[src/rtl/router_rr_out_arbiter_if.sv]
// Link bundle between the per-interface input FIFOs, the round-robin output arbiter
// and the downstream output terminal.
interface router_rr_out_arbiter_if #(
    parameter int pck_sz    = 40,
    parameter int num_ntrfs = 4,
    parameter int cnt_w     = 16
);
    localparam int src_w = (num_ntrfs > 1) ? $clog2(num_ntrfs) : 1;

    logic              pndng_in [num_ntrfs-1:0];
    logic [pck_sz-1:0] data_in  [num_ntrfs-1:0];
    logic              pop      [num_ntrfs-1:0];
    logic              out_valid;
    logic [pck_sz-1:0] out_data;
    logic [src_w-1:0]  out_src;
    logic              out_ready;
    logic [cnt_w-1:0]  pkt_cnt;

    // master: the arbiter; slave: the FIFOs plus output terminal around it
    modport master (
        input  pndng_in, data_in, out_ready,
        output pop, out_valid, out_data, out_src, pkt_cnt
    );
    modport slave (
        output pndng_in, data_in, out_ready,
        input  pop, out_valid, out_data, out_src, pkt_cnt
    );
endinterface

[src/rtl/router_rr_out_arbiter.sv]
// Round-robin scheduler sharing one router output port between num_ntrfs FWFT input
// queues, buffering the granted head packet in a single-entry valid/ready register.
module router_rr_out_arbiter #(
    parameter int pck_sz    = 40,
    parameter int num_ntrfs = 4,
    parameter int cnt_w     = 16
) (
    input  logic                    clk,
    input  logic                    reset,
    router_rr_out_arbiter_if.master bus
);
    localparam int src_w = (num_ntrfs > 1) ? $clog2(num_ntrfs) : 1;

    logic [src_w-1:0]  rr_ptr;
    logic              valid_q;
    logic [pck_sz-1:0] data_q;
    logic [src_w-1:0]  src_q;
    logic [cnt_w-1:0]  cnt_q;

    logic [src_w-1:0]  win;
    logic              found;
    logic              can_load;
    logic              grant;

    // Scan from the slot after the last winner; the sum never exceeds 2*num_ntrfs-1,
    // so a single conditional subtract wraps it back into range.
    always_comb begin
        logic [src_w:0] cand;
        cand  = '0;
        win   = '0;
        found = 1'b0;
        for (int k = 1; k <= num_ntrfs; k++) begin
            cand = {1'b0, rr_ptr} + (src_w+1)'(k);
            if (cand >= (src_w+1)'(num_ntrfs))
                cand = cand - (src_w+1)'(num_ntrfs);
            if (!found && bus.pndng_in[cand[src_w-1:0]]) begin
                found = 1'b1;
                win   = cand[src_w-1:0];
            end
        end
    end

    assign can_load = !valid_q || bus.out_ready;
    assign grant    = can_load && found && !reset;

    for (genvar gi = 0; gi < num_ntrfs; gi++) begin : g_pop
        assign bus.pop[gi] = grant && (win == src_w'(gi));
    end

    always_ff @(posedge clk) begin
        if (reset) begin
            valid_q <= 1'b0;
            data_q  <= '0;
            src_q   <= '0;
            cnt_q   <= '0;
            rr_ptr  <= src_w'(num_ntrfs - 1);
        end else if (grant) begin
            valid_q <= 1'b1;
            data_q  <= bus.data_in[win];
            src_q   <= win;
            cnt_q   <= cnt_q + cnt_w'(1);
            rr_ptr  <= win;
        end else if (valid_q && bus.out_ready) begin
            valid_q <= 1'b0;
        end
    end

    assign bus.out_valid = valid_q;
    assign bus.out_data  = data_q;
    assign bus.out_src   = src_q;
    assign bus.pkt_cnt   = cnt_q;
endmodule

[src/flat_wrapper.sv]
// flat-port wrapper written by rule: the top's interface ports become plain ports
module router_rr_out_arbiter_flat 
#(
    parameter int pck_sz    = 40,
    parameter int num_ntrfs = 4,
    parameter int cnt_w     = 16
)
  (clk, reset, bus_pndng_in, bus_data_in, bus_out_ready, bus_pop, bus_out_valid, bus_out_data, bus_out_src, bus_pkt_cnt);
  router_rr_out_arbiter_if #(.pck_sz(pck_sz), .num_ntrfs(num_ntrfs), .cnt_w(cnt_w)) bus_i ();
  input  logic clk;
  input  logic reset;
  input wire logic [$bits(bus_i.pndng_in)-1:0] bus_pndng_in;
  input wire logic [$bits(bus_i.data_in)-1:0] bus_data_in;
  input wire logic [$bits(bus_i.out_ready)-1:0] bus_out_ready;
  output wire logic [$bits(bus_i.pop)-1:0] bus_pop;
  output wire logic [$bits(bus_i.out_valid)-1:0] bus_out_valid;
  output wire logic [$bits(bus_i.out_data)-1:0] bus_out_data;
  output wire logic [$bits(bus_i.out_src)-1:0] bus_out_src;
  output wire logic [$bits(bus_i.pkt_cnt)-1:0] bus_pkt_cnt;
  assign bus_i.pndng_in = {>>{bus_pndng_in}};
  assign bus_i.data_in = {>>{bus_data_in}};
  assign bus_i.out_ready = bus_out_ready;
  assign bus_pop = {>>{bus_i.pop}};
  assign bus_out_valid = bus_i.out_valid;
  assign bus_out_data = bus_i.out_data;
  assign bus_out_src = bus_i.out_src;
  assign bus_pkt_cnt = bus_i.pkt_cnt;
  router_rr_out_arbiter #(.pck_sz(pck_sz), .num_ntrfs(num_ntrfs), .cnt_w(cnt_w)) u_core (.clk(clk), .reset(reset), .bus(bus_i));
endmodule
[config.mk]
export PLATFORM = sky130hd
export DESIGN_NAME = router_rr_out_arbiter_flat
export DESIGN_NICKNAME = d
export VERILOG_FILES = /design/src/rtl/router_rr_out_arbiter_if.sv /design/src/rtl/router_rr_out_arbiter.sv /design/src/flat_wrapper.sv
export SDC_FILE = /design/constraint.sdc
export NUM_CORES = 1
export LEC_CHECK = 0
export ABC_AREA = 1
export BUFFER_PORTS_ARGS = -buffer_cell sky130_fd_sc_hd__buf_2
export CORE_MARGIN = 1.5
export CORE_UTILIZATION = 41
export CTS_CLUSTER_SIZE = 12
export DETAILED_ROUTE_END_ITERATION = 10
export PLACE_DENSITY = 0.89
export SLEW_MARGIN = 20
export SYNTH_ARGS = -nofsm -noshare
export SYNTH_HDL_FRONTEND = slang
export SYNTH_SLANG_ARGS = --single-unit
[constraint.sdc]
create_clock -name clk -period 1.9 [get_ports clk]
set_input_delay 0.38 -clock clk [delete_from_list [all_inputs] [get_ports clk]]
set_output_delay 0.38 -clock clk [all_outputs]
set_load 0.01 [all_outputs]
## After elaboration in Yosys (flattened, before gate mapping)

Index checks and enable logic that the tools add are counted.

| word-level totals | value |
|---|---|
| output and inout port bits | 63 |
| register bits | 61 |
| word-level logic and storage cells | 68 |
| bits of input ports | 167 |

| operators by class | value |
|---|---|
| equal/unequal tests | 3 |
| $add $sub $neg | 9 |
| multiplexer cells | 24 |
| $lt $le $gt $ge | 9 |
| reduce and logical (&&, ||, !) cells | 18 |

Operators with widths:

| kind | number |
|---|---|
| binary-select mux 40 bit (select 2 bit) | 1 |
| two-way mux 40 bit | 1 |
| adder 16 x 1 -> 16 bit (second input constant) | 1 |
| two-way mux 2 bit | 8 |
| < comparator 2 x 3 -> 1 bit (second input constant) | 5 |
| greater-or-equal comparator 3 bit (second input constant) | 4 |
| logical AND 1 bit | 10 |
| two-way mux 1 bit | 10 |
| binary-select mux 1 bit (select 2 bit) | 4 |
| subtractor 2 x 1 -> 2 bit (second input constant) | 4 |
| adder 2 x 2 -> 3 bit (second input constant) | 2 |
| logical NOT 1 bit | 5 |
| equality test 2 bit (second input constant) | 2 |
| adder 2 x 1 -> 3 bit (second input constant) | 1 |
| adder 2 x 3 -> 3 bit (second input constant) | 1 |
| equality test 2 x 1 -> 1 bit (second input constant) | 1 |
| logical NOT 2 bit | 1 |
| nonzero test 2 bit | 1 |
| logical OR 1 bit | 1 |

## Longest topological paths before layout

Gate-level depths: netlist (run 1).

| logic depth | value |
|---|---|
| word-level depth | 18 |
| gate-level depth with buffers | 16 |
| mapped depth without buffers | 14 |

## Worst setup path after synthesis (run 1)

Ideal clock, no wire load.

| timing path | value |
|---|---|
| path type | register to output |
| start | register u_core.rr_ptr[0] |
| end | output port bus_pop[1] |
| data arrival time | 1.674 ns |
| required time | 1.520 ns |
| path buffers | 3 |
| stages on the path, launching flop included | 13 |
| path slack | -0.154 ns |
| cells stage by stage | dfxtp_1 buf_4 inv_4 nand2_1 nand2_1 nand2_1 nand2_1 inv_1 nand3_4 nand2_4 buf_4 buf_4 nor3_1 |

| on the way | value |
|---|---|
| cells in the longest elaborated chain, start to end | 18 |
| elaborated cells between the ends (all ways) | 42 |
| classes of those cells | 8 x add/sub; 4 x order compare; 1 x eq/ne; 20 x mux; 9 x reduce/logical |

Ends and longest elaborated chain:

| element | RTL line | RTL |
|---|---|---|
| start: declaration | router_rr_out_arbiter.sv:14 | `logic [src_w-1:0] rr_ptr;` |
| start signal: assignment | router_rr_out_arbiter.sv:56 | `rr_ptr <= src_w'(num_ntrfs - 1);` |
| start signal: assignment | router_rr_out_arbiter.sv:62 | `rr_ptr <= win;` |
| adder 2 x 1 -> 3 bit | router_rr_out_arbiter.sv:33 | `cand = {1'b0, rr_ptr} + (src_w+1)'(k);` |
| greater-or-equal comparator 3 bit or subtractor 2 x 1 -> 2 bit (tied branches) | router_rr_out_arbiter.sv:34, router_rr_out_arbiter.sv:35 |  |
| two-way mux 2 bit | router_rr_out_arbiter.sv:34 | `if (cand >= (src_w+1)'(num_ntrfs))` |
| binary-select mux 1 bit (select 2 bit) | router_rr_out_arbiter.sv:36 | `if (!found && bus.pndng_in[cand[src_w-1:0]]) begin` |
| two-way mux 1 bit (not written as such) | router_rr_out_arbiter.sv:36 |  |
| two-way mux 1 bit | router_rr_out_arbiter.sv:36 |  |
| logical NOT 1 bit | router_rr_out_arbiter.sv:36 |  |
| logical AND 1 bit | router_rr_out_arbiter.sv:36 |  |
| two-way mux 1 bit | router_rr_out_arbiter.sv:36 |  |
| logical NOT 1 bit | router_rr_out_arbiter.sv:36 |  |
| logical AND 1 bit | router_rr_out_arbiter.sv:36 |  |
| two-way mux 1 bit | router_rr_out_arbiter.sv:36 |  |
| logical NOT 1 bit | router_rr_out_arbiter.sv:36 |  |
| logical AND 1 bit | router_rr_out_arbiter.sv:36 |  |
| two-way mux 1 bit | router_rr_out_arbiter.sv:36 |  |
| logical AND 1 bit (2 in a row) | router_rr_out_arbiter.sv:44 | `assign grant = can_load && found && !reset;` |
| logical AND 1 bit * | router_rr_out_arbiter.sv:47 | `assign bus.pop[gi] = grant && (win == src_w'(gi));` |
| end: declaration | flat_wrapper.sv:15 | `output wire logic [$bits(bus_i.pop)-1:0] bus_pop;` |

Mark *: on every way between the ends. The rest lies on a longest branch, timed or not. The select of a mux whose other input is x is not followed.

## Worst setup path after layout (run 1)

| timing path | value |
|---|---|
| start | register u_core.rr_ptr[0] |
| end | output port bus_pop[3] |

Same word-level chain as after synthesis.

==> results of run 1 <==
timing repair:
item,4_1_cts,5_1_grt
setup buffers,10,8
resized for setup,90,53
setup endpoints to repair,57,60
pin swaps,37,28
endpoints found under the hold margin,0,0
cloned,7,1
kinds of logic (layout without fill, tap and decap cells):
kind of cell    after synthesis  in the layout  synth area share [%]
buf+inv                     115            376                  13.0
xor+xnor                      4              4                 0.838
simple gates                468            468                  50.8
fa+ha+maj                     1              1                 0.299
compound gates               45             45                  5.83
flops                        61             61                  29.2
worst max-delay path: stages (launching register included):
cell	delay, ps
dfxtp_4	420
inv_8	70
nand2_1	140
nand3_1	120
nand2_2	100
nand4_1	180
nand2_2	160
a21oi_4	50
nor2_4	100
inv_2	50
nor2_4	110
buf_6	110
layout make-up:
class	instances	area (sq um)	share of cell area, %
sequential	61	1230	18.4
multi-input combinational	518	2830	42.3
timing repair buffer	294	2010	30.0
clock inverter	3	20.0	0.299
clock buffer	12	165	2.47
inverter	67	279	4.17
tap	133	166	2.49
through the flow:
step | hold WS [ps] | utilization [%] | setup TNS, ps | instances
2_1_floorplan | 449 | - | -30.8 | 694
3_3_place_gp | 431 | 58.0 | -332 | 1047
3_5_place_dp | 437 | 58.0 | -3930 | 1047
4_1_cts | 289 | 65.2 | -7360 | 1079
5_1_grt | 309 | 68.2 | -17760 | 1088
6_report | 308 | 68.2 | -12710 | 1088
cell usage in the layout, fill, tap and decap left out, types with 4 or more instances in the layout:
master,synthesis,final
o21ai_2,0,6
buf_12,0,10
nor2_1,48,44
a21oi_2,1,5
buf_8,0,4
o21ai_1,1,8
nor3_1,6,5
nand3_4,1,5
nor2_4,1,5
a21oi_1,16,11
inv_1,59,58
clkbuf_8,0,12
nand3_2,4,9
buf_4,13,34
o21ai_0,21,7
nand4_1,61,61
buf_16,0,7
o211ai_1,5,5
inv_2,7,5
nand2_1,238,192
buf_6,4,13
nand2_2,5,30
buf_2,25,225
dfxtp_1,61,59
nand2_4,1,21
or2_1,5,5
nand3_1,95,86
worst max path at each step:
| stage | cells after the start | to | startpoint | slack [ps] |
|---|---|---|---|---|
| after floorplan | 13 | bus_pop[1] | u_core.rr_ptr[0] | -20 |
| after detailed placement | 13 | bus_pop[3] | bus_pndng_in[3] | -130 |
| final | 11 | bus_pop[3] | u_core.rr_ptr[0] | -420 |
| after global placement | 13 | bus_pop[3] | bus_pndng_in[3] | -50 |
| after CTS | 11 | bus_pop[3] | u_core.rr_ptr[0] | -350 |
| after global routing | 11 | bus_pop[3] | u_core.rr_ptr[0] | -520 |
sequential cells by signal, summed over array words and instances, names as in the netlist:
signal and count:
u_core.bus.out_data 40, u_core.bus.out_valid 1, u_core.bus.pkt_cnt 16, u_core.bus.out_src 2
u_core.rr_ptr 2
per-layer routing:
metal	vias up	wire, um	part of all wire (%)
met3	57	1370	8.4
met2	361	7870	49
li1	2771	-	-
met5	-	0	0
met4	0	706	4.4
met1	2540	6260	39
where the power goes:
| group | internal, mW | total (mW) | leakage [nW] | switching (mW) |
|---|---|---|---|---|
| clock | 0.572 | 1.09 | 0.0905 | 0.522 |
| sequential | 1.75 | 2.02 | 0.506 | 0.265 |
| combinational | 4.82 | 10.6 | 2.98 | 5.74 |
| total | 7.14 | 13.7 | 3.57 | 6.53 |
==> flow_summary.ini, run 1 <==
[clocking]
ctsLongestPathBuffers = 2
htree_levels = 3
cts_hold_buf = 0
cts.sinks = 61
clkLatencyLatePin_ps = 330
path_clk_slew_ps = 70
cts_buffers = 9
cts_tree = yes
cts_root_buf = clkbuf_8

[final_layout]
final.fill_count = 846
diodes = 0
synthToLayoutAreaGrowth_pct = 60.0
final_nets = 1119
final_cell_area_sq_um = 6690
layout-drive-gt1-share_pct = 42.7

[critical_path]
reg2reg_depth = 17
reg2reg_to = u_core.bus.out_data[2]
crit_path_max_fanout = 8
worstPathRequired_ps = 1520
critical_path_class = register to output port
arrival_ps = 1940
rrSetupSlack_ps = -380
start_kind = register
end_kind = output port
r2r_start = u_core.rr_ptr[0]

[hold_path]
holdPathEnd = u_core.bus.out_data[1]
min_from = bus_data_in[121]
worstHoldPathType = primary input to register
hold_depth = 3

[synth]
yosysMostFrequentCell = nand2_1
synth_seq_cells = 61
synth_top_area_share_pct = 29.2
ys_top_cells_by_count = nand2_1, nand3_1, dfxtp_1, nand4_1, inv_1
synthDistinctLibCells = 31
synth_top_area_cell = dfxtp_1
synth-seq-area-share_pct = 29.2
synth_flop_cell = dfxtp_1
syn_nets = 862
async_flop_share_pct = 0
synth_area_per_cell_sq_um = 6.03
syn_area_sq_um = 4180
syn_inst = 694
synth_area_leaders = dfxtp_1, nand2_1, nand3_1
ys.warnings.count = 0
synth-edff-count = 0

[die]
die_w_um = 104
placementRows = 36
die_height_um = 104
io_pins = 230
coreArea_sq_um = 9820
start_util_pct = 42.6
dieArea_sq_um = 10800

[global_routing]
grt_pass1_vias = 5445
grtUsageMet2_pct = 49.6
met1_usage_pct = 32.0
use_met3_pct = 5.01
busiest_layer = met2
grt_first_pass_wirelength_um = 24900
overflow = 0
grt_max_degree = 33
grt.total_usage_pct = 28.1
antenna_found_initial = 0

[detailed_routing]
first_pass_iters = 7
totalWireLength_um = 16200
ant_nets = 0
drcViolationCount = 0
avgViaCountPerCell = 5.27
wl_per_cell_um = 14.9
drt_iter0_markers = 624
vias = 5729

[timing]
maxSlewViolCount = 0
clock.fmax_mhz = 431
fin_worst_skew_ps = 9.42
final-hold-violation-count = 0
min_period_ps = 2320
tightest_slew_ps = 498
min_period_over_period_pct = 122
relSlewSlack_pct = 66.5
grt_setup_unrepaired = yes
timing.final.ws_setup_ps = -421
setup_viol = 47

[place]
numPortBuffers = 229
gp_congestion = 0.916
placed_cell_area_sq_um = 5690
dp_slack_ps = -129
dp_hpwl_um = 10700

[run_status]
status = finished with violations
violations = setup timing

[pwr]
p_leak_nw = 3.57
powerDensity_nw_per_um2 = 2040
total_power_mw = 13.7
irDropWorstVdd_mv = 1.58

[job]
maxCapViolCount = 0
(Power assumes the default switching activity.)
==> run 2, diff against run 1 <==
--- a/config.mk
+++ b/config.mk
@@ -8,10 +8,10 @@
 export ABC_AREA = 1
 export BUFFER_PORTS_ARGS = -buffer_cell sky130_fd_sc_hd__buf_2
 export CORE_MARGIN = 1.5
-export CORE_UTILIZATION = 41
+export CORE_UTILIZATION = 40
 export CTS_CLUSTER_SIZE = 12
 export DETAILED_ROUTE_END_ITERATION = 10
-export PLACE_DENSITY = 0.89
+export PLACE_DENSITY = 0.87
 export SLEW_MARGIN = 20
 export SYNTH_ARGS = -nofsm -noshare
 export SYNTH_HDL_FRONTEND = slang
==> run 2 against run 1 <==
Against the previous run:
- the flow still finishes with violations (setup timing)
- first-iteration DRC count fell by 4.6%
- final cell count fell by 0.28%
- utilization fell by 4.6 points
==> flow_summary.ini, run 2 (same netlist as run 1, synthesis figures left out) <==
[run_status]
status = finished with violations
violations = setup timing

[critical_path]
cp_top_family = simple AND/OR/NAND/NOR gates
cpMostUsedCell = nand2_4
start_kind = register
max_stage_delay_ps = 450
worst_path_max_delay_cell = dfxtp_4
crit_path_max_fanout = 7
worstPathRequired_ps = 1520
reg2reg_to = u_core.bus.out_data[1]
cp_cell_sequence = nand2_1 > nand2_4 > nand2_2 > nand2_4 > inv_2 > nand3_4 > nand2_8 > inv_4 > nand2_4 > nor2_4 > buf_6
r2r_start = u_core.rr_ptr[0]
arrival_ps = 1930
reg2reg_depth = 14
critPathBufInv = 3
end_kind = output port
critical_path_class = register to output port
rrSetupSlack_ps = -330

[global_routing]
grt.total_usage_pct = 28.3
antenna_found_initial = 0
overflow = 0
grt_max_degree = 35
grt_first_pass_wirelength_um = 25200
grt_pass1_vias = 5461

[final_layout]
largest_reg_flops = 40
layout_commonest_cell = buf_2
layout-drive-gt1-share_pct = 38.5
final_nets = 1113
post-route-util_pct = 63.6
synthToLayoutAreaGrowth_pct = 55.5
fin_cells = 1085
diodes = 0
layout_common_cells = buf_2, nand2_1, nand3_1

[timing]
timing.final.ws_setup_ps = -412
setup_viol = 47
tightest_slew_ps = 457
final-hold-violation-count = 0
min_period_over_period_pct = 122
min_period_ps = 2310
tns_ps = -10380
grt_setup_unrepaired = yes
maxSlewViolCount = 0
clock.fmax_mhz = 433
relSlewSlack_pct = 69.3
fin_worst_skew_ps = 10.9
holdWs_ps = 278

[detailed_routing]
ant_nets = 0
wl_per_cell_um = 14.9
first_pass_iters = 5
drt_iter0_markers = 595
avgViaCountPerCell = 5.21
drcViolationCount = 0
totalWireLength_um = 16200
vias = 5656

[hold_path]
holdPathEnd = u_core.bus.pkt_cnt[15]
hold_depth = 2
min_from = reset
worstHoldPathType = primary input to register

[die]
die_height_um = 105
dieArea_sq_um = 11100
placementRows = 37
io_pins = 230
die_w_um = 105
coreArea_sq_um = 10200
start_util_pct = 40.9

[place]
dp_hpwl_um = 10700
dp_cells = 1047
numPortBuffers = 229
gp_congestion = 0.913

[job]
maxCapViolCount = 0

[clocking]
cts_buffers = 9
cts.sinks = 61
ctsLongestPathBuffers = 2
path_clk_slew_ps = 70
clkLatencyLatePin_ps = 340
cts_hold_buf = 0
htree_levels = 3
cts_tree = yes
cts_root_buf = clkbuf_8

[pwr]
p_leak_nw = 3.51
powerDensity_nw_per_um2 = 2030
irDropWorstVdd_mv = 1.41
## run 2: changes by cell type in the layout (fill, tap and decap cells not counted), moves of 5 or more
| cell | before | now |
|---|---|---|
| nand2_1 | 192 | 216 |
| nand2_2 | 30 | 14 |
| o21ai_0 | 7 | 18 |
| buf_4 | 34 | 26 |
| nand2_4 | 21 | 13 |
| buf_12 | 10 | 16 |
| o21ai_2 | 6 | 0 |
| buf_16 | 7 | 2 |
| nand3_1 | 86 | 91 |
## run 2: where the power goes
group	leakage [nW]	switching [mW]	total, mW	internal (mW)
sequential	0.506	0.277	2.03	1.75
combinational	2.90	5.38	9.97	4.60
clock	0.101	0.525	1.19	0.665
## run 2: what timing repair did
action,in CTS,in global routing
setup buffers,13,0
pin swaps,25,1
endpoints found under the setup margin,44,53
gates resized for setup,65,8
gates cloned,5,5
## run 2: stage by stage
step	power, mW	setup slack [ps]	cell area [sq um]
after global routing	14.1	-502	6500
after detailed placement	9.60	-114	5720
after CTS	12.5	-333	6360
after floorplan	7.13	-16.9	4280
after global placement	9.43	-51.5	5720
final	13.2	-412	6500
## run 2: worst max path at each step
stage                     start                     end  cells after the start
5_1_grt        u_core.rr_ptr[0]              bus_pop[3]                     12
3_5_place_dp   u_core.rr_ptr[0]  u_core.bus.out_data[1]                     14
4_1_cts        u_core.rr_ptr[0]              bus_pop[3]                     11
2_1_floorplan  u_core.rr_ptr[0]              bus_pop[1]                     13
3_3_place_gp    bus_pndng_in[3]  u_core.bus.out_data[2]                     14
6_report       u_core.rr_ptr[0]              bus_pop[2]                     11
## run 2: routing by layer
metal	GRT usage, %	vias up	part of all wire (%)
met4	13.6	0	3.4
met1	32.1	2508	40
li1	-	2771	-
met5	0	-	0
met3	5.50	50	8.2
met2	50.6	327	48
## run 2: area by class of cell
cell class              count  area, sq um
clock buffers              11          151
clock inverters             4         47.5
fillers                   904         3730
inverters                  67          267
multi-input cells         518         2660
flip-flops and latches     61         1230
well taps                 136          170
repair buffers            287         1970
repair inverters            1         6.26
